$ cat src/rtl/boolean_pipe.sv
// Pipelined bitwise 3-input function unit (AOI21/OAI21/majority/parity).
// Optional result popcount output enabled by defining BOOL_POPCOUNT_EN.
module boolean_pipe #(
  parameter int W      = 8,
  parameter int STAGES = 2,
  parameter int CNT_W  = 8
) (
  input  logic             clk,
  input  logic             rst_n,
  input  logic             in_valid,
  output logic             in_ready,
  input  logic [W-1:0]     a,
  input  logic [W-1:0]     b,
  input  logic [W-1:0]     c,
  input  logic [1:0]       mode,
  output logic             out_valid,
  input  logic             out_ready,
  output logic [W-1:0]     d,
`ifdef BOOL_POPCOUNT_EN
  output logic [$clog2(W+1)-1:0] d_pop,
`endif
  output logic [CNT_W-1:0] xfer_cnt
);

  logic              adv;
  logic [W-1:0]      f;
  logic [STAGES-1:0] vld_q;
  logic [W-1:0]      dat_q [STAGES];
  logic [CNT_W-1:0]  cnt_q;

  assign adv       = ~out_valid | out_ready;
  assign in_ready  = adv;
  assign out_valid = vld_q[STAGES-1];
  assign d         = dat_q[STAGES-1];
  assign xfer_cnt  = cnt_q;

  always_comb begin
    f = '0;
    unique case (mode)
      2'd0: f = ~((a & b) | c);
      2'd1: f = ~((a | b) & c);
      2'd2: f = (a & b) | (a & c) | (b & c);
      2'd3: f = a ^ b ^ c;
      default: f = '0;
    endcase
  end

  // Data only moves with a valid token, so d keeps its last result
  // while bubbles pass through the output stage.
  always_ff @(posedge clk) begin
    if (!rst_n) begin
      vld_q <= '0;
      for (int i = 0; i < STAGES; i++) dat_q[i] <= '0;
    end else if (adv) begin
      vld_q[0] <= in_valid;
      if (in_valid) dat_q[0] <= f;
      for (int i = 1; i < STAGES; i++) begin
        vld_q[i] <= vld_q[i-1];
        if (vld_q[i-1]) dat_q[i] <= dat_q[i-1];
      end
    end
  end

  always_ff @(posedge clk) begin
    if (!rst_n) cnt_q <= '0;
    else if (out_valid && out_ready) cnt_q <= cnt_q + CNT_W'(1);
  end

`ifdef BOOL_POPCOUNT_EN
  localparam int PW = $clog2(W+1);

  logic [PW-1:0] pop_c;
  logic [PW-1:0] pop_q [STAGES];

  always_comb begin
    pop_c = '0;
    for (int i = 0; i < W; i++) pop_c = pop_c + PW'(f[i]);
  end

  always_ff @(posedge clk) begin
    if (!rst_n) begin
      for (int i = 0; i < STAGES; i++) pop_q[i] <= '0;
    end else if (adv) begin
      if (in_valid) pop_q[0] <= pop_c;
      for (int i = 1; i < STAGES; i++)
        if (vld_q[i-1]) pop_q[i] <= pop_q[i-1];
    end
  end

  assign d_pop = pop_q[STAGES-1];
`endif

endmodule
$ cat config.mk
export PLATFORM = sky130hd
export DESIGN_NAME = boolean_pipe
export DESIGN_NICKNAME = d
export VERILOG_FILES = /design/src/rtl/boolean_pipe.sv
export SDC_FILE = /design/constraint.sdc
export NUM_CORES = 1
export LEC_CHECK = 0
export CAP_MARGIN = 20
export CORE_ASPECT_RATIO = 1.1
export CORE_UTILIZATION = 45
export CTS_BUF_LIST = sky130_fd_sc_hd__clkbuf_2
export DETAILED_ROUTE_END_ITERATION = 16
export PLACE_DENSITY = 0.75
export SLEW_MARGIN = 25
export SYNTH_ARGS = -nofsm -noshare
export SYNTH_HDL_FRONTEND = slang
export SYNTH_SLANG_ARGS = --single-unit
$ cat constraint.sdc
create_clock -name clk -period 2.3 [get_ports clk]
set_clock_uncertainty 0.15 [all_clocks]
set_input_delay 0.345 -clock clk [delete_from_list [all_inputs] [get_ports clk]]
set_output_delay 0.345 -clock clk [all_outputs]
set_load 0.02 [all_outputs]
**After elaboration in Yosys (flattened, before gate mapping)**

Memories as Yosys holds them, arrays and structs flattened.
Cells that the tools add are included.

- Input bits: 30
- Register bits: 10
- Bits in latches: 0
- Memory bits (writable): 16
- Output and inout bits: 18
- Memory bits (read-only): 0
- Memories kept: 1
- Word-level logic and storage cells: 37

Memory list:

| name | depth | bits a word | rd ports | clocked after memory_dff | write ports | RTL line | text |
|---|---|---|---|---|---|---|---|
| dat_q | 2 | 8 | 2 | 0 | 2 | 28 | `logic [W-1:0] dat_q [STAGES];` |

- Shift-type cells: 0
- Div/mod/pow operators: 0
- $add $sub $neg: 1
- Bitwise operators: 16
- Mux-type cells: 12
- $lt $le $gt $ge: 0
- $mul: 0
- Reductions and logical operators: 2
- Equal/unequal tests: 3

Operator list:

| operator | number |
|---|---|
| $and 8x8->8 | 4 |
| $or 8x8->8 | 4 |
| $pmux 8 s4 | 1 |
| $mux 8 | 2 |
| $not 8->8 | 2 |
| $xor 8x8->8 | 2 |
| $mux 1 | 9 |
| $add 8x1->8 const B | 1 |
| $eq 2x2->1 const B | 2 |
| $or 1x1->1 | 3 |
| $eq 2x1->1 const B | 1 |
| $logic_not 2->1 | 1 |
| $logic_and 1x1->1 | 1 |
| $not 1->1 | 1 |

**Longest topological paths before layout**

Gate-level depths: netlist of the first run.

- Depth in word-level cells: 6
- Depth in mapped cells: 5
- Gate-level depth less buffers: 5

**Worst setup path after synthesis of the first run**

OpenSTA, ideal clock, no wires.

- Kind: reg2reg
- Start: register vld_q[1]
- End: memory dat_q[0][0] (enable)
- Cell stages (with the launch flop): 5
- Buffers on the path: 0
- Arrival time: 1.160 ns
- Data required time: 1.821 ns
- Clock period less this slack: 1.639 ns
- Setup time: 0.329 ns
- Setup slack: 0.661 ns
- Cells stage by stage: dfxtp_1 and2b_2 inv_1 nand2_1 nand2_1

RTL lines:

| item | RTL line | text |
|---|---|---|
| start, declared | 27 | `logic [STAGES-1:0] vld_q;` |
| start signal, assigned by index | 58 | `vld_q[i] <= vld_q[i-1];` |
| end, declared | 28 |  |

**Worst setup path in the final report of the first run**

- Start: input out_ready
- End: output in_ready

- Longest elaborated chain between the ends: 1

Ends and longest elaborated chain:

| item | RTL line | text |
|---|---|---|
| start, declared | 17 | `input logic out_ready,` |
| $or 1x1->1 | 31 | `assign adv = ~out_valid \| out_ready;` |
| end, declared | 11 | `output logic in_ready,` |

Every way passes these cells.

==> results of run 1 <==
## state kept, by name, indices dropped and copies added (netlist names)
| signal | count |
|---|---|
| vld_q | 2 |
| dat_q | 16 |
| xfer_cnt | 8 |
## how the worst max path moves through the flow
| stage | from | end | slack (ns) | cells after the start |
|---|---|---|---|---|
| 2_1_floorplan | vld_q[1] | dat_q[0][0] | 0.66 | 4 |
| 3_3_place_gp | out_ready | in_ready | 0.11 | 4 |
| 3_5_place_dp | out_ready | in_ready | 0.08 | 4 |
| 4_1_cts | out_ready | in_ready | 0.08 | 4 |
| 5_1_grt | out_ready | in_ready | 0.04 | 4 |
| 6_report | out_ready | in_ready | 0.08 | 4 |
## stage by stage
step | cell area (um^2) | setup WS, ns | instances | hold WS (ns)
2_1_floorplan | 1770 | 0.6613 | 173 | 0.3094
3_3_place_gp | 2251 | 0.1115 | 261 | 0.3104
3_5_place_dp | 2251 | 0.08074 | 261 | 0.3305
4_1_cts | 2271 | 0.07584 | 265 | 0.3555
5_1_grt | 2271 | 0.04093 | 265 | 0.3701
6_report | 2271 | 0.07776 | 265 | 0.3504
## layout make-up
cell class / count / area [um^2]
inverter: 19 / 71.32
sequential: 26 / 680.7
multi-input combinational: 115 / 935.9
fill: 305 / 1441
tap: 50 / 62.56
timing repair buffer: 51 / 500.5
clock buffer: 4 / 20.02
## layer usage
| metal | vias to the layer above | wire (um) | track usage (%) |
|---|---|---|---|
| met1 | 595 | 1151 | 16.12 |
| met4 | 0 | 72 | 8.889 |
| met3 | 7 | 102 | 1.341 |
| li1 | 663 | - | - |
| met2 | 40 | 1596 | 27.82 |
| met5 | - | 0 | 0 |
## placed cells by master, fill, tap and decap left out, drive strengths merged
cell and n:
a211oi 16, edfxtp 16, clkinv 1, o31ai 3, or4 2, and2b 1
nand3 4, nand2b 10, nand2 9, clkbuf 4, ha 17, or3 2
fa 8, a21oi 6, mux2i 8, buf 4, o21ai 3, inv 18
and2 8, xor2 2, nand4 2, o211ai 1, clkdlybuf4s50 47, dfxtp 10
nor2 13
## power by group through the flow
stage | registers, W | clock network [W] | logic, W
final | 0.000537 | 0.000172 | 0.000228
after global routing | 0.000541 | 0.000195 | 0.000254
after CTS | 0.000537 | 0.000180 | 0.000232
after detailed placement | 0.000548 | 0 | 0.000231
after global placement | 0.000546 | 0 | 0.000220
after floorplan | 0.000548 | 0 | 0.000124
## cells by family (layout without fill, tap and decap cells)
group           Yosys count  count (layout)
simple gates             51              51
buf+inv                  32              74
compound gates           29              29
flops                    26              26
fa+ha+maj                25              25
mux                       8               8
xor+xnor                  2               2
## worst max-delay path, cell delays in order
cell and delay [ns]:
sky130_fd_sc_hd__clkdlybuf4s50_1 0.48, sky130_fd_sc_hd__and2b_2 0.22, sky130_fd_sc_hd__inv_1 0.07, sky130_fd_sc_hd__clkdlybuf4s50_1 0.61
==> reports/summary.json, run 1 <==
{
  "maximum_number_of_pins_on_one_net_before_global_route_repair": {"value": 17},
  "yosys.area_share.simple": {"value": 15.27, "unit": "%"},
  "r2r-start": {"value": "vld_q[1]"},
  "holdPathEnd": {"value": "xfer_cnt[7]"},
  "post_cts.resized_instances": {"value": 0},
  "wl_per_cell": {"value": 11.03, "unit": "um"},
  "avgViaCountPerCell": {"value": 4.925},
  "clock_tree.buffer_depth": {"value": 2},
  "layout-drive-gt1-share": {"value": 5.116, "unit": "%"},
  "yosys_register_bits": {"value": 26},
  "final_max_slew_viol_count": {"value": 0},
  "clock_tree.root_cell": {"value": "sky130_fd_sc_hd__clkbuf_2"},
  "clock_latency_on_the_worst_skew_pair": {"value": 0.34, "unit": "ns"},
  "setup_viols_final": {"value": 0},
  "synth_async_sr_flop_share": {"value": 0, "unit": "%"},
  "die_area": {"value": 0.004189, "unit": "mm^2"},
  "wl": {"value": 2.922, "unit": "mm"},
  "timing.max_slew.rel_slack": {"value": 64.14, "unit": "%"},
  "postRouteAntennaNets": {"value": 0},
  "cts_inserted_buffers": {"value": 3},
  "chipWidth": {"value": 61.81, "unit": "um"},
  "synth_fp_nets": {"value": 228},
  "final_nets": {"value": 271},
  "fmax": {"value": 450.0, "unit": "MHz"},
  "std_cell_rows": {"value": 23},
  "element_type_at_the_critical_path_start": {"value": "primary input"},
  "path_clk_slew": {"value": 0.22, "unit": "ns"},
  "worst-endpoint-arrival": {"value": 1.73, "unit": "ns"},
  "ys.flop_type": {"value": "sky130_fd_sc_hd__edfxtp_1"},
  "syn_area_per_cell": {"value": 10.23, "unit": "um^2"},
  "first_pass_iters": {"value": 4},
  "first_iter_violations": {"value": 62},
  "post-route-drc-count": {"value": 0},
  "power.share.switching": {"value": 26.15, "unit": "%"},
  "finalHoldViolCount": {"value": 0},
  "synthMostInstantiatedCell": {"value": "sky130_fd_sc_hd__inv_1"},
  "fin_crit_sh": {"value": 96.62, "unit": "%"},
  "floorplan.core_area": {"value": 0.003712, "unit": "mm^2"},
  "hp-class": {"value": "flip-flop to flip-flop"},
  "worst_slew_pin_slew": {"value": 0.5363, "unit": "ns"},
  "synth_xor_area_share": {"value": 0.9894, "unit": "%"},
  "tritoncts": {"value": "built"},
  "synth.area.mux_share": {"value": 4.523, "unit": "%"},
  "initial_antenna_violation_count": {"value": 0},
  "power.share.clock": {"value": 18.3, "unit": "%"},
  "setup_tns": {"value": 0, "unit": "ns"},
  "cts.repair_timing.setup_buffer_count": {"value": 0},
  "whs_path_depth": {"value": 2},
  "pwr_density_cell": {"value": 412.6, "unit": "mW/mm^2"},
  "numPortBuffers": {"value": 47},
  "power.net_switching": {"value": 0.0002450, "unit": "W"},
  "route.vias.total": {"value": 1305},
  "synth_compound_area_share": {"value": 11.02, "unit": "%"},
  "r2r_end": {"value": "dat_q[0][6]"},
  "netlist.area_leader.share": {"value": 27.14, "unit": "%"},
  "run_status": {"value": "completed"},
  "power.leakage": {"value": 0.9376, "unit": "nW"},
  "required": {"value": 1.80, "unit": "ns"},
  "vias_in_the_first_global_route": {"value": 1170},
  "synthesis.yosys.warnings": {"value": 0},
  "timing.reg2reg.worst_path_depth": {"value": 5},
  "grt_first_pass_wirelength": {"value": 4.616, "unit": "mm"},
  "synth_enable_flop_cells": {"value": 16},
  "initial_utilization": {"value": 47.69, "unit": "%"},
  "synth.cell_area": {"value": 0.001770, "unit": "mm^2"},
  "path_max_fanout": {"value": 2},
  "hp-start": {"value": "xfer_cnt[7]"},
  "ir_drop": {"value": 174.2, "unit": "uV"},
  "cts_sinks": {"value": 26},
  "drv_cap": {"value": 0},
  "comb_power_share": {"value": 24.3, "unit": "%"},
  "fin_util": {"value": 61.17, "unit": "%"},
  "syn_inst": {"value": 173},
  "p_total": {"value": 0.0009369, "unit": "W"},
  "floorplan.die.height": {"value": 67.79, "unit": "um"},
  "adder_and_majority_gate_portion_of_the_synthesized_area": {"value": 21.06, "unit": "%"},
  "antenna_cells": {"value": 0},
  "dominant_combinational_cell_family_by_area_after_synthesis": {"value": "adder cells"},
  "timing.reg2reg.setup_slack": {"value": 0.72, "unit": "ns"},
  "cts_htree_levels": {"value": 1},
  "power_frac_seq": {"value": 57.3, "unit": "%"},
  "detailedPlacementHpwl": {"value": 2.500, "unit": "mm"},
  "seq_total_area_yosys": {"value": 38.45, "unit": "%"},
  "ctsHoldBuffers": {"value": 0},
  "finalWeightedCongestion": {"value": 0.7835},
  "yosys-top-cells-area": {"value": "sky130_fd_sc_hd__edfxtp_1 (27%), sky130_fd_sc_hd__ha_1 (12%), sky130_fd_sc_hd__dfxtp_1 (11%), sky130_fd_sc_hd__fa_1 (9.0%), sky130_fd_sc_hd__a211oi_1 (6.8%)"},
  "setup.worst_path.class": {"value": "primary input to output port"},
  "rsz0062_at_grt": {"value": "no"},
  "intPower": {"value": 0.0006919, "unit": "W"},
  "critical_path.endpoint_type": {"value": "output port"},
  "synthTopCellsByCount": {"value": "sky130_fd_sc_hd__inv_1 (18), sky130_fd_sc_hd__ha_1 (17), sky130_fd_sc_hd__a211oi_1 (16), sky130_fd_sc_hd__edfxtp_1 (16), sky130_fd_sc_hd__nor2_1 (13)"},
  "gr-usage-all-layers": {"value": 15.03, "unit": "%"},
  "io_pins": {"value": 48},
  "yosys.area.top_type": {"value": "sky130_fd_sc_hd__edfxtp_1"},
  "finalCriticalPeriod": {"value": 2.222, "unit": "ns"},
  "overflow": {"value": 0},
  "yosys.cell_types.count": {"value": 28},
  "flow.area_growth_from_synthesis": {"value": 28.27, "unit": "%"}
}
(Power assumes the default switching activity.)
==> inputs of run 2 (changes only) <==
--- a/config.mk
+++ b/config.mk
@@ -6,11 +6,15 @@
 export NUM_CORES = 1
 export LEC_CHECK = 0
 export CAP_MARGIN = 20
+export CELL_PAD_IN_SITES_DETAIL_PLACEMENT = 1
+export CELL_PAD_IN_SITES_GLOBAL_PLACEMENT = 2
 export CORE_ASPECT_RATIO = 1.1
-export CORE_UTILIZATION = 45
+export CORE_MARGIN = 1
+export CORE_UTILIZATION = 33
 export CTS_BUF_LIST = sky130_fd_sc_hd__clkbuf_2
+export CTS_CLUSTER_SIZE = 12
 export DETAILED_ROUTE_END_ITERATION = 16
-export PLACE_DENSITY = 0.75
+export PLACE_DENSITY_LB_ADDON = 0.1
 export SLEW_MARGIN = 25
 export SYNTH_ARGS = -nofsm -noshare
 export SYNTH_HDL_FRONTEND = slang
==> run 2 against run 1 <==
Net effect:
- hold slack got worse by 0.0020 ns
- core utilization decreased by 16 points
- via count increased by 3.7%
- sequential share of layout area decreased by 0.12 points
- cell area increased by 0.39%
- first-iteration DRC count decreased by 39%
- combinational power increased by 3%
- critical path depth unchanged
- routed wire length increased by 23%
- global-route usage decreased by 0.96 points
- flip-flop and latch count unchanged
- largest power group unchanged
==> reports/summary.json, run 2 (same netlist as run 1, synthesis figures left out) <==
{
  "maximum_number_of_pins_on_one_net_before_global_route_repair": {"value": 17},
  "clock_latency_on_the_worst_skew_pair": {"value": 0.36, "unit": "ns"},
  "critical_path.slowest_cell": {"value": "sky130_fd_sc_hd__clkdlybuf4s50_1"},
  "rsz0062_at_grt": {"value": "no"},
  "wl_per_cell": {"value": 13.20, "unit": "um"},
  "setup.worst_path.class": {"value": "primary input to output port"},
  "final.setup.worst_slack": {"value": 0.07380, "unit": "ns"},
  "numPortBuffers": {"value": 47},
  "final_nets": {"value": 271},
  "tritoncts": {"value": "built"},
  "timing.max_slew.rel_slack": {"value": 62.02, "unit": "%"},
  "wl": {"value": 3.604, "unit": "mm"},
  "floorplan.core_area": {"value": 0.005067, "unit": "mm^2"},
  "initial_utilization": {"value": 34.94, "unit": "%"},
  "cpLargestDelayFamily": {"value": "buffers and inverters"},
  "post-route-drc-count": {"value": 0},
  "layout-drive-gt1-share": {"value": 4.651, "unit": "%"},
  "critical-path-max-stage-delay": {"value": 0.60, "unit": "ns"},
  "clock_tree.buffer_depth": {"value": 2},
  "power.share.switching": {"value": 27.51, "unit": "%"},
  "overflow": {"value": 0},
  "detailedPlacementHpwl": {"value": 3.045, "unit": "mm"},
  "drv_cap": {"value": 0},
  "multi_input_comb_area": {"value": 935.9, "unit": "um^2"},
  "worstPathBufferInverterCount": {"value": 3},
  "largest_reg_flops": {"value": 16},
  "cts_inserted_buffers": {"value": 3},
  "post_cts.resized_instances": {"value": 0},
  "preCtsSetupSlack": {"value": 0.07072, "unit": "ns"},
  "pwr_density_cell": {"value": 414.3, "unit": "mW/mm^2"},
  "max_flop_register": {"value": "dat_q"},
  "route.vias.total": {"value": 1353},
  "cts.repair_timing.setup_buffer_count": {"value": 0},
  "r2r-start": {"value": "vld_q[1]"},
  "setup_tns": {"value": 0, "unit": "ns"},
  "power.net_switching": {"value": 0.0002598, "unit": "W"},
  "comb_power_share": {"value": 24.8, "unit": "%"},
  "power.share.clock": {"value": 18.2, "unit": "%"},
  "clock_tree.root_cell": {"value": "sky130_fd_sc_hd__clkbuf_2"},
  "initial_antenna_violation_count": {"value": 0},
  "first_iter_violations": {"value": 38},
  "fmax": {"value": 449.2, "unit": "MHz"},
  "antenna_cells": {"value": 0},
  "element_type_at_the_critical_path_start": {"value": "primary input"},
  "intPower": {"value": 0.0006847, "unit": "W"},
  "finalWeightedCongestion": {"value": 0.7258},
  "ir_drop": {"value": 173.1, "unit": "uV"},
  "avgViaCountPerCell": {"value": 4.956},
  "std_cell_rows": {"value": 27},
  "area.sequential": {"value": 680.7, "unit": "um^2"},
  "chipWidth": {"value": 71.84, "unit": "um"},
  "ordered_cell_list_for_the_critical_path": {"value": "clkdlybuf4s50_1, and2b_2, inv_1, clkdlybuf4s50_1"},
  "hp-start": {"value": "xfer_cnt[7]"},
  "finalCriticalPeriod": {"value": 2.226, "unit": "ns"},
  "cp-startpoint": {"value": "out_ready"},
  "most-common-layout-cells": {"value": "sky130_fd_sc_hd__clkdlybuf4s50_1 (47), sky130_fd_sc_hd__inv_1 (18), sky130_fd_sc_hd__ha_1 (17), sky130_fd_sc_hd__a211oi_1 (16), sky130_fd_sc_hd__edfxtp_1 (16)"},
  "critical_path.endpoint_type": {"value": "output port"},
  "ctsHoldBuffers": {"value": 0},
  "finalHoldViolCount": {"value": 0},
  "setup_viols_final": {"value": 0},
  "path_max_fanout": {"value": 2},
  "cts_sinks": {"value": 26},
  "grt_first_pass_wirelength": {"value": 6.223, "unit": "mm"},
  "vias_in_the_first_global_route": {"value": 1439},
  "crit_path_most_repeated_cell": {"value": "sky130_fd_sc_hd__clkdlybuf4s50_1"},
  "cts_htree_levels": {"value": 1},
  "power.leakage": {"value": 0.9350, "unit": "nW"},
  "die_area": {"value": 0.005662, "unit": "mm^2"},
  "worst-endpoint-arrival": {"value": 1.73, "unit": "ns"},
  "required": {"value": 1.80, "unit": "ns"},
  "layout_fillers": {"value": 580},
  "gr-usage-all-layers": {"value": 14.07, "unit": "%"},
  "worst_slew_pin_slew": {"value": 0.5679, "unit": "ns"},
  "hp-class": {"value": "flip-flop to flip-flop"},
  "floorplan.die.height": {"value": 78.82, "unit": "um"},
  "run_status": {"value": "completed"},
  "final_max_slew_viol_count": {"value": 0},
  "first_pass_iters": {"value": 4},
  "path_clk_slew": {"value": 0.23, "unit": "ns"},
  "mostFrequentLayoutCell": {"value": "sky130_fd_sc_hd__clkdlybuf4s50_1"},
  "fin_crit_sh": {"value": 96.79, "unit": "%"},
  "postRouteAntennaNets": {"value": 0},
  "flow.area_growth_from_synthesis": {"value": 28.76, "unit": "%"},
  "power_frac_seq": {"value": 57.0, "unit": "%"},
  "io_pins": {"value": 48}
}
-- run 2: changes by cell type in the layout (fill, tap and decap cells not counted), sizes merged --
| cell | before | now |
|---|---|---|
| clkbuf | 4 | 3 |
| clkinv | 1 | 2 |
-- run 2: power groups by stage --
stage               clock (W)  combinational [W]  sequential, W
floorplan                   0           0.000124       0.000548
global placement            0           0.000225       0.000548
detailed placement          0           0.000238       0.000549
CTS                  0.000181           0.000239       0.000539
global route         0.000196           0.000262       0.000543
finish               0.000172           0.000234       0.000539
-- run 2: final timing paths --
kind | endpoint | slack [ns] | cells after the start
max reg2reg | dat_q[0][0] | 0.61 | 5
min reg2reg | xfer_cnt[7] | 0.35 | 2
max | in_ready | 0.07 | 4
min | xfer_cnt[7] | 0.35 | 2
-- run 2: layout make-up --
| cell class | instances | share of cell area, % |
|---|---|---|
| multi-input cells | 115 | 41.05 |
| flip-flops and latches | 26 | 29.86 |
| repair buffers | 51 | 21.95 |
| well taps | 58 | 3.183 |
| inverters | 19 | 3.128 |
| clock buffers | 3 | 0.6586 |
| clock inverters | 1 | 0.1647 |
-- run 2: metrics by stage --
step | util [%] | hold WS [ns] | power (W) | instance area (um^2) | instances
after floorplan | - | 0.3094 | 0.0006717 | 1770 | 173
after global placement | 44.62 | 0.3104 | 0.0007729 | 2261 | 269
after detailed placement | 44.62 | 0.3293 | 0.0007877 | 2261 | 269
after CTS | 44.99 | 0.3545 | 0.0009591 | 2280 | 273
after global routing | 44.99 | 0.3850 | 0.001001 | 2280 | 273
final | 44.99 | 0.3483 | 0.0009445 | 2280 | 273
-- run 2: worst reg2reg max path: stages (launching register included) --
cell,delay [ns]
sky130_fd_sc_hd__dfxtp_1,0.42
sky130_fd_sc_hd__and2b_2,0.23
sky130_fd_sc_hd__inv_1,0.08
sky130_fd_sc_hd__buf_4,0.12
sky130_fd_sc_hd__nand2b_1,0.21
sky130_fd_sc_hd__a211oi_1,0.31
-- run 2: metal layers --
metal,global-route usage [%],share of wire [%],vias up
met1,14.06,40,645
met3,1.396,3.8,5
met5,0,0,-
met2,28.49,54,37
met4,6.471,2.0,0
li1,-,-,666
==> inputs of run 3 (changes only) <==
--- a/config.mk
+++ b/config.mk
@@ -5,15 +5,17 @@
 export SDC_FILE = /design/constraint.sdc
 export NUM_CORES = 1
 export LEC_CHECK = 0
+export ABC_AREA = 1
 export CAP_MARGIN = 20
 export CELL_PAD_IN_SITES_DETAIL_PLACEMENT = 1
 export CELL_PAD_IN_SITES_GLOBAL_PLACEMENT = 2
 export CORE_ASPECT_RATIO = 1.1
 export CORE_MARGIN = 1
-export CORE_UTILIZATION = 33
+export CORE_UTILIZATION = 31
 export CTS_BUF_LIST = sky130_fd_sc_hd__clkbuf_2
 export CTS_CLUSTER_SIZE = 12
 export DETAILED_ROUTE_END_ITERATION = 16
+export GPL_ROUTABILITY_DRIVEN = 0
 export PLACE_DENSITY_LB_ADDON = 0.1
 export SLEW_MARGIN = 25
 export SYNTH_ARGS = -nofsm -noshare
==> run 3 against run 2 <==
Net effect:
- routed wire length increased by 3.3%
- sequential share of layout area decreased by 2.2 points
- synthesized area increased by 6.6%
- flip-flop and latch count unchanged
- critical path type unchanged
==> reports/summary.json, run 3 <==
{
  "post_cts.resized_instances": {"value": 0},
  "initial_antenna_violation_count": {"value": 0},
  "area.sequential": {"value": 680.7, "unit": "um^2"},
  "required": {"value": 1.80, "unit": "ns"},
  "ys.flop_type": {"value": "sky130_fd_sc_hd__edfxtp_1"},
  "multi_input_comb_area": {"value": 952.2, "unit": "um^2"},
  "clock_latency_on_the_worst_skew_pair": {"value": 0.34, "unit": "ns"},
  "cts_htree_levels": {"value": 1},
  "die_area": {"value": 0.006407, "unit": "mm^2"},
  "postRouteAntennaNets": {"value": 0},
  "gr-usage-all-layers": {"value": 12.99, "unit": "%"},
  "synth_enable_flop_cells": {"value": 16},
  "grt_first_pass_wirelength": {"value": 6.727, "unit": "mm"},
  "fmax": {"value": 467.5, "unit": "MHz"},
  "yosys.area.top_type": {"value": "sky130_fd_sc_hd__edfxtp_1"},
  "hp-class": {"value": "flip-flop to flip-flop"},
  "final_max_slew_viol_count": {"value": 0},
  "path_max_fanout": {"value": 5},
  "setup.worst_path.class": {"value": "primary input to output port"},
  "wl_per_cell": {"value": 10.46, "unit": "um"},
  "mostFrequentLayoutCell": {"value": "sky130_fd_sc_hd__clkdlybuf4s50_1"},
  "avgViaCountPerCell": {"value": 4.236},
  "antenna_cells": {"value": 0},
  "run_status": {"value": "completed"},
  "worst-endpoint-arrival": {"value": 1.64, "unit": "ns"},
  "syn_area_per_cell": {"value": 8.103, "unit": "um^2"},
  "placed_cell_area": {"value": 0.002420, "unit": "mm^2"},
  "cts_sinks": {"value": 26},
  "finalCriticalPeriod": {"value": 2.139, "unit": "ns"},
  "flow.area_growth_from_synthesis": {"value": 30.55, "unit": "%"},
  "cts_inserted_buffers": {"value": 3},
  "setup_viols_final": {"value": 0},
  "layout-drive-gt1-share": {"value": 9.319, "unit": "%"},
  "std_cell_rows": {"value": 29},
  "ctsHoldBuffers": {"value": 0},
  "floorplan.core_area": {"value": 0.005806, "unit": "mm^2"},
  "floorplan.die.height": {"value": 83.85, "unit": "um"},
  "route.vias.total": {"value": 1508},
  "numPortBuffers": {"value": 47},
  "synth.cell_area": {"value": 0.001888, "unit": "mm^2"},
  "synth_fp_nets": {"value": 288},
  "synthMostInstantiatedCell": {"value": "sky130_fd_sc_hd__inv_1"},
  "cts.repair_timing.setup_buffer_count": {"value": 0},
  "rsz0062_at_grt": {"value": "no"},
  "element_type_at_the_critical_path_start": {"value": "primary input"},
  "initial_utilization": {"value": 32.52, "unit": "%"},
  "preCtsSetupSlack": {"value": 0.1508, "unit": "ns"},
  "layout.cell_area.non_filler": {"value": 0.002465, "unit": "mm^2"},
  "post-route-drc-count": {"value": 0},
  "max_flop_register": {"value": "dat_q"},
  "io_pins": {"value": 48},
  "fin_crit_sh": {"value": 93.01, "unit": "%"},
  "timing.max_slew.rel_slack": {"value": 77.04, "unit": "%"},
  "synth_async_sr_flop_share": {"value": 0, "unit": "%"},
  "worst_slew_pin_slew": {"value": 0.3435, "unit": "ns"},
  "power.leakage": {"value": 1.137, "unit": "nW"},
  "chipWidth": {"value": 76.41, "unit": "um"},
  "wl": {"value": 3.722, "unit": "mm"},
  "most-common-layout-cells": {"value": "sky130_fd_sc_hd__clkdlybuf4s50_1 (47), sky130_fd_sc_hd__inv_1 (46), sky130_fd_sc_hd__nand2_1 (38), sky130_fd_sc_hd__nor2_1 (36), sky130_fd_sc_hd__o21ai_0 (18)"},
  "final.setup.worst_slack": {"value": 0.1607, "unit": "ns"},
  "largest_reg_flops": {"value": 16},
  "critical_path.endpoint_type": {"value": "output port"},
  "first_pass_iters": {"value": 4},
  "p_total": {"value": 0.001079, "unit": "W"},
  "ir_drop": {"value": 201.6, "unit": "uV"},
  "setup_tns": {"value": 0, "unit": "ns"},
  "clock_tree.root_cell": {"value": "sky130_fd_sc_hd__clkbuf_2"},
  "path_clk_slew": {"value": 0.23, "unit": "ns"},
  "clock_tree.buffer_depth": {"value": 2},
  "final_nets": {"value": 335},
  "yosys_register_bits": {"value": 26},
  "yosys.cell_types.count": {"value": 25},
  "synthTopCellsByCount": {"value": "sky130_fd_sc_hd__inv_1 (46), sky130_fd_sc_hd__nand2_1 (38), sky130_fd_sc_hd__nor2_1 (36), sky130_fd_sc_hd__o21ai_0 (18), sky130_fd_sc_hd__ha_1 (17)"},
  "drv_cap": {"value": 0},
  "tritoncts": {"value": "built"},
  "detailedPlacementHpwl": {"value": 3.168, "unit": "mm"},
  "syn_inst": {"value": 233},
  "finalHoldViolCount": {"value": 0},
  "netlist.area_leader.share": {"value": 25.45, "unit": "%"},
  "maximum_number_of_pins_on_one_net_before_global_route_repair": {"value": 16},
  "vias_in_the_first_global_route": {"value": 1488},
  "layout_fillers": {"value": 729},
  "pwr_density_cell": {"value": 437.7, "unit": "mW/mm^2"},
  "overflow": {"value": 0},
  "seq_total_area_yosys": {"value": 36.05, "unit": "%"},
  "first_iter_violations": {"value": 28},
  "synthesis.yosys.warnings": {"value": 0},
  "yosys-top-cells-area": {"value": "sky130_fd_sc_hd__edfxtp_1 (25%), sky130_fd_sc_hd__ha_1 (11%), sky130_fd_sc_hd__dfxtp_1 (11%), sky130_fd_sc_hd__inv_1 (9.1%), sky130_fd_sc_hd__fa_1 (8.5%)"}
}
## run 3: changes by cell type after synthesis, moves of 3 or more
cell / before / now
sky130_fd_sc_hd__inv_1: 18 / 46
sky130_fd_sc_hd__and2_1: 8 / 0
sky130_fd_sc_hd__nand2_1: 9 / 38
sky130_fd_sc_hd__nor2_1: 13 / 36
sky130_fd_sc_hd__nor2_2: 0 / 8
sky130_fd_sc_hd__nand2b_1: 10 / 0
sky130_fd_sc_hd__o31ai_1: 3 / 0
sky130_fd_sc_hd__a211oi_1: 16 / 0
sky130_fd_sc_hd__mux2i_1: 8 / 0
sky130_fd_sc_hd__o21ai_0: 3 / 18
sky130_fd_sc_hd__inv_2: 0 / 3
## run 3: cell type report
type	instances	area share (%)
clock buffer	3	0.6091
tap	77	3.909
clock inverter	1	1.218
inverter	50	7.716
sequential	26	27.61
timing repair buffer	51	20.30
multi-input combinational	148	38.63
## run 3: logic make-up after synthesis
logic type / share of synthesized area [%]
xor gates and xnor gates: 0.4640
buffers and inverters: 13.52
AOI/OAI and AO/OA: 7.224
and+or+nand+nor: 23.00
DFF: 36.05
adders and majority gates: 19.75
## run 3: critical path: stages
cell,delay (ns)
sky130_fd_sc_hd__clkdlybuf4s50_1,0.54
sky130_fd_sc_hd__inv_2,0.05
sky130_fd_sc_hd__nand2_2,0.09
sky130_fd_sc_hd__clkdlybuf4s50_1,0.62
## run 3: per-layer routing
layer | part of all wire [%] | global-route usage (%)
met3 | 4.3 | 1.530
met4 | 1.1 | 5.245
met1 | 45 | 16.29
met2 | 49 | 22.52
met5 | 0 | 0
## run 3: path summary, 6_finish.rpt
path	startpoint	endpoint	slack (ns)	cells after the start
max	out_ready	in_ready	0.16	4
min	vld_q[0]	vld_q[0]	0.35	2
max reg2reg	vld_q[1]	dat_q[0][2]	0.96	5
min reg2reg	vld_q[0]	vld_q[0]	0.35	2
## run 3: report_power, final
group          internal, W  switching [W]
clock             0.000150       0.000131
sequential        0.000527      0.0000103
combinational     0.000121       0.000140
total             0.000798       0.000281
## run 3: stage by stage
stage,hold slack [ns],instances,util (%)
floorplan,0.3135,233,-
global placement,0.3339,352,41.68
detailed placement,0.3369,352,41.68
CTS,0.3643,356,42.46
global route,0.3879,356,42.46
finish,0.3548,356,42.46
